$ cat config.mk
export PLATFORM = sky130hd
export DESIGN_NAME = trap_sequencer
export DESIGN_NICKNAME = d
export VERILOG_FILES = /design/src/rtl/trap_sequencer.sv
export SDC_FILE = /design/constraint.sdc
export NUM_CORES = 1
export LEC_CHECK = 0
export ABC_AREA = 1
export BUFFER_PORTS_ARGS = -buffer_cell sky130_fd_sc_hd__clkbuf_2
export CORE_MARGIN = 3
export CORE_UTILIZATION = 30
export DETAILED_ROUTE_END_ITERATION = 6
export PLACE_DENSITY_LB_ADDON = 0.12
export SETUP_SLACK_MARGIN = 0.4
export SLEW_MARGIN = 25
export SYNTH_ARGS = -nofsm -noshare
export SYNTH_HDL_FRONTEND = slang
export SYNTH_SLANG_ARGS = --single-unit
$ cat constraint.sdc
create_clock -name clk -period 3.7 [get_ports clk]
set_clock_uncertainty 0.2 [all_clocks]
set_input_delay 0.74 -clock clk [delete_from_list [all_inputs] [get_ports clk]]
set_output_delay 0.74 -clock clk [all_outputs]
set_load 0.01 [all_outputs]
$ cat src/rtl/trap_sequencer.sv
// trap_sequencer: machine-mode trap entry / mret return controller.
// Sequences mepc and mcause writes through the CSR file's single write port,
// then issues one redirect+flush pulse to fetch. Holds the pipeline throughout.
module trap_sequencer #(
  parameter logic [11:0] CSR_ADDR_MEPC   = 12'h341,
  parameter logic [11:0] CSR_ADDR_MCAUSE = 12'h342
) (
  input  logic        clk,
  input  logic        reset,
  input  logic        trap_req,
  input  logic [31:0] trap_cause,
  input  logic [31:0] trap_pc,
  input  logic        mret_req,
  input  logic [31:0] csr_mtvec,
  input  logic [31:0] csr_mepc,
  output logic        csr_we,
  output logic [11:0] csr_waddr,
  output logic [31:0] csr_wdata,
  input  logic        csr_ready,
  output logic        stall,
  output logic        flush,
  output logic        redirect_valid,
  output logic [31:0] redirect_pc,
  output logic [15:0] trap_count
);

  typedef enum logic [2:0] {
    IDLE,
    W_MEPC,
    W_MCAUSE,
    REDIR_TRAP,
    REDIR_MRET
  } state_e;

  state_e      state_q, state_d;
  logic [29:0] pc_q, pc_d;       // word address of the trapping instruction
  logic [31:0] cause_q, cause_d;
  logic [15:0] trap_count_q, trap_count_d;

  // Low address bits are forced to zero on every path, so they are never used.
  logic unused_low_bits;
  assign unused_low_bits = ^{trap_pc[1:0], csr_mtvec[1:0], csr_mepc[1:0]};

  // State and captured-trap registers; reset abandons any sequence in flight.
  always_ff @(posedge clk or posedge reset) begin
    if (reset) begin
      state_q      <= IDLE;
      pc_q         <= '0;
      cause_q      <= '0;
      trap_count_q <= '0;
    end else begin
      state_q      <= state_d;
      pc_q         <= pc_d;
      cause_q      <= cause_d;
      trap_count_q <= trap_count_d;
    end
  end

  // Next-state logic and all strobes/data outputs, decoded from the current state.
  always_comb begin
    state_d        = state_q;
    pc_d           = pc_q;
    cause_d        = cause_q;
    trap_count_d   = trap_count_q;
    csr_we         = 1'b0;
    csr_waddr      = '0;
    csr_wdata      = '0;
    stall          = 1'b0;
    flush          = 1'b0;
    redirect_valid = 1'b0;
    redirect_pc    = '0;

    case (state_q)
      IDLE: begin
        stall = trap_req | mret_req;
        if (trap_req) begin
          pc_d    = trap_pc[31:2];
          cause_d = trap_cause;
          state_d = W_MEPC;
        end else if (mret_req) begin
          state_d = REDIR_MRET;
        end
      end
      W_MEPC: begin
        stall     = 1'b1;
        csr_we    = 1'b1;
        csr_waddr = CSR_ADDR_MEPC;
        csr_wdata = {pc_q, 2'b00};
        if (csr_ready) state_d = W_MCAUSE;
      end
      W_MCAUSE: begin
        stall     = 1'b1;
        csr_we    = 1'b1;
        csr_waddr = CSR_ADDR_MCAUSE;
        csr_wdata = cause_q;
        if (csr_ready) state_d = REDIR_TRAP;
      end
      REDIR_TRAP: begin
        stall          = 1'b1;
        flush          = 1'b1;
        redirect_valid = 1'b1;
        redirect_pc    = {csr_mtvec[31:2], 2'b00};
        trap_count_d   = trap_count_q + 16'd1;
        state_d        = IDLE;
      end
      REDIR_MRET: begin
        stall          = 1'b1;
        flush          = 1'b1;
        redirect_valid = 1'b1;
        redirect_pc    = {csr_mepc[31:2], 2'b00};
        state_d        = IDLE;
      end
      default: begin
        state_d = IDLE;
      end
    endcase

    // The request term of stall is combinational on the inputs, so mask it
    // while reset is held to keep every output low during reset.
    if (reset) stall = 1'b0;
  end

  assign trap_count = trap_count_q;

endmodule

==> flow_metrics.tcl <==
set metrics [dict create \
    num_io_pins 229 \
    place_hpwl_mm 8.98 \
    rsz0062_at_grt "no" \
    grt_util_all_layers 0.149 \
    detailedRoute.firstIterationViolations 211 \
    hold_removal_path_class "reg2reg" \
    run_status "completed" \
    grt-ovfl-total 0 \
    leakage_uw 0.00313 \
    critical_path_arrival_ns 2.09 \
    ys_seq_elements 81 \
    antennaDiodeCount 0 \
    mostFrequentLayoutCell "clkbuf_2" \
    avgViaCountPerCell 4.54 \
    reg2reg_depth 6 \
    cell_depth_of_the_worst_hold_path 2 \
    post_route_cells_drive_above_1_share 0.389 \
    power_per_cell_area_mw_per_mm2 758 \
    relative_slew_margins 0.459 \
    final.min_clock_period_ns 3.03 \
    avgRoutedWirePerCell_um 13.7 \
    grt_pass1_wl_mm 19.3 \
    wl_met1_mm 5.43 \
    critPathCaptureType "output port" \
    die_area_mm2 0.0157 \
    post_synth_instance_area_mm2 0.00427 \
    num-nets-final 839 \
    detail_route.drc_violations 0 \
    finalHoldViolCount 0 \
    cts_htree_levels 3 \
    report.final.setup_viol 0 \
    drt_pre_antenna_iters 6 \
    tritoncts "yes" \
    tightestPinTransition_ns 0.810 \
    wl_met3_um 794 \
    ant_nets 0 \
    finish.instance_area_mm2 0.00574 \
    clock_tree.buffer_depth 2 \
    fin_setup_tns_ns 0 \
    initial_utilization 0.315 \
    cts.clk_slew.worst_paths_ns 0.06 \
    maxClockFrequency_mhz 330 \
    post_synth_num_cell_types 29 \
    synth_warnings 0 \
    fin_worst_hold_slack_ns 0.286 \
    wl_met2_mm 5.68 \
    layout_worst_path_cycle_share 0.820 \
    mean_post_synth_cell_area_um2 8.42 \
    cts_root_buffer "clkbuf_16" \
    core_box_area_mm2 0.0136 \
    number_of_cts_inserted_buffers 9 \
    syn-instance-count 507 \
    numPortBuffers 213 \
    finalMaxSlewViolations 0 \
    timing_worst_setup_path_type "reg2out" \
    max_cap_violations 0 \
    cts_post_setup_buffers_inserted 0 \
    critPathMaxFanout 23 \
    worst_ir_drop_vdd_uv 310 \
    postRouteWirelength_mm 12.1 \
    power_consumption_uw 4350 \
    topRoutingLayerUsed "met4" \
    required_ns 2.76 \
    grt_antenna_before_repair 0 \
    insertion_delay_ns 0.32 \
    floorplan.rows 42 \
    flow.area_growth_from_synthesis_pct 34.4 \
    via_count_of_the_first_global_routing_pass 3978 \
    globalplace.congestion 0.828 \
    floorplan.die.width_um 125 \
    largest_net_degree_at_the_start_of_global_routing 82 \
    worstSetupStartpointType "register" \
    tritoncts_num_sinks 81 \
    vias 4020 \
    layout_common_cells "clkbuf_2 (213), nand2_1 (91), dfrtp_1 (81)" \
    fp.dieH_um 125 \
    yosysSeqAreaShare 0.475 \
    placed_cell_area_mm2 0.00540 \
]
[where the power goes]
part | internal (µW) | total (µW) | switching [µW]
clock | 655 | 997 | 342
combinational | 715 | 1930 | 1220
sequential | 1240 | 1420 | 180
[final timing paths]
| path | from | to | slack, ns |
|---|---|---|---|
| max in group asynchronous | reset | pc_q[8] | 2.27 |
| min in group asynchronous | reset | trap_count[1] | 0.46 |
| worst min register to register | pc_q[11] | pc_q[11] | 0.29 |
| worst max register to register | state_q[1] | cause_q[21] | 1.30 |
| worst max-delay path | state_q[2] | csr_wdata[9] | 0.67 |
| worst min-delay path | pc_q[11] | pc_q[11] | 0.29 |
[state kept, by name, summed over array words and instances (netlist names)]
register,flops
state_q,3
cause_q,32
pc_q,30
trap_count,16
[worst max-delay path, stage by stage, from the launching register on]
cell      delay (ns)
dfrtp_1         0.55
nor2_1          0.24
nand2_2         0.32
buf_4           0.30
o21ai_0         0.19
clkbuf_2        0.17
[repair_timing]
| item | in CTS | in global routing |
|---|---|---|
| endpoints found under the setup margin | 13 | 23 |
| hold buffers | 0 | 0 |
| gates resized for setup | 1 | 2 |
| pin swaps | 0 | 0 |
[Yosys cell counts, drive strengths merged]
cell,n,share of area
a32o,30,0.070
o22ai,3,0.0044
a21oi,34,0.066
xnor2,6,0.012
or2,1,0.0015
conb,1,0.00088
dfrtp,81,0.47
a22o,1,0.0021
o21ai,58,0.068
buf,26,0.046
ha,1,0.0029
nand3b,1,0.0018
nor2,58,0.055
nand2,95,0.085
nor3,2,0.0023
o211a,1,0.0023
nand3,10,0.013
clkbuf,15,0.013
xor2,4,0.0082
inv,79,0.069
[routing by layer]
metal	GRT usage	up-vias
li1	-	2009
met1	0.193	1839
met2	0.243	156
met3	0.0418	16
met4	0.0459	0
met5	0	-
[cell type report]
class,count,area [µm²]
Multi-Input combinational cell,314,1730
Clock buffer,10,229
Timing Repair Buffer,220,1120
Sequential cell,81,2030
Inverter,79,303
Fill cell,1381,7820
Clock inverter,5,105
Tap cell,176,220
[cells by family after synthesis]
kind of cell / synth area share
AO/OA/AOI/OAI: 0.213
XOR/XNOR: 0.0205
adder cells (fa/ha/maj): 0.00293
buffers and inverters: 0.129
flip-flops: 0.475
other: 0.000878
AND/OR/NAND/NOR: 0.159
[per-stage QoR]
| step | cells | utilization | setup slack (ns) |
|---|---|---|---|
| 6_report | 885 | 0.423 | 0.666 |
| 3_3_place_gp | 870 | 0.398 | 0.689 |
| 2_1_floorplan | 515 | - | 0.461 |
| 4_1_cts | 885 | 0.423 | 0.436 |
| 3_5_place_dp | 870 | 0.398 | 0.679 |
| 5_1_grt | 885 | 0.423 | 0.448 |
Power figures use the tool's default switching activity.
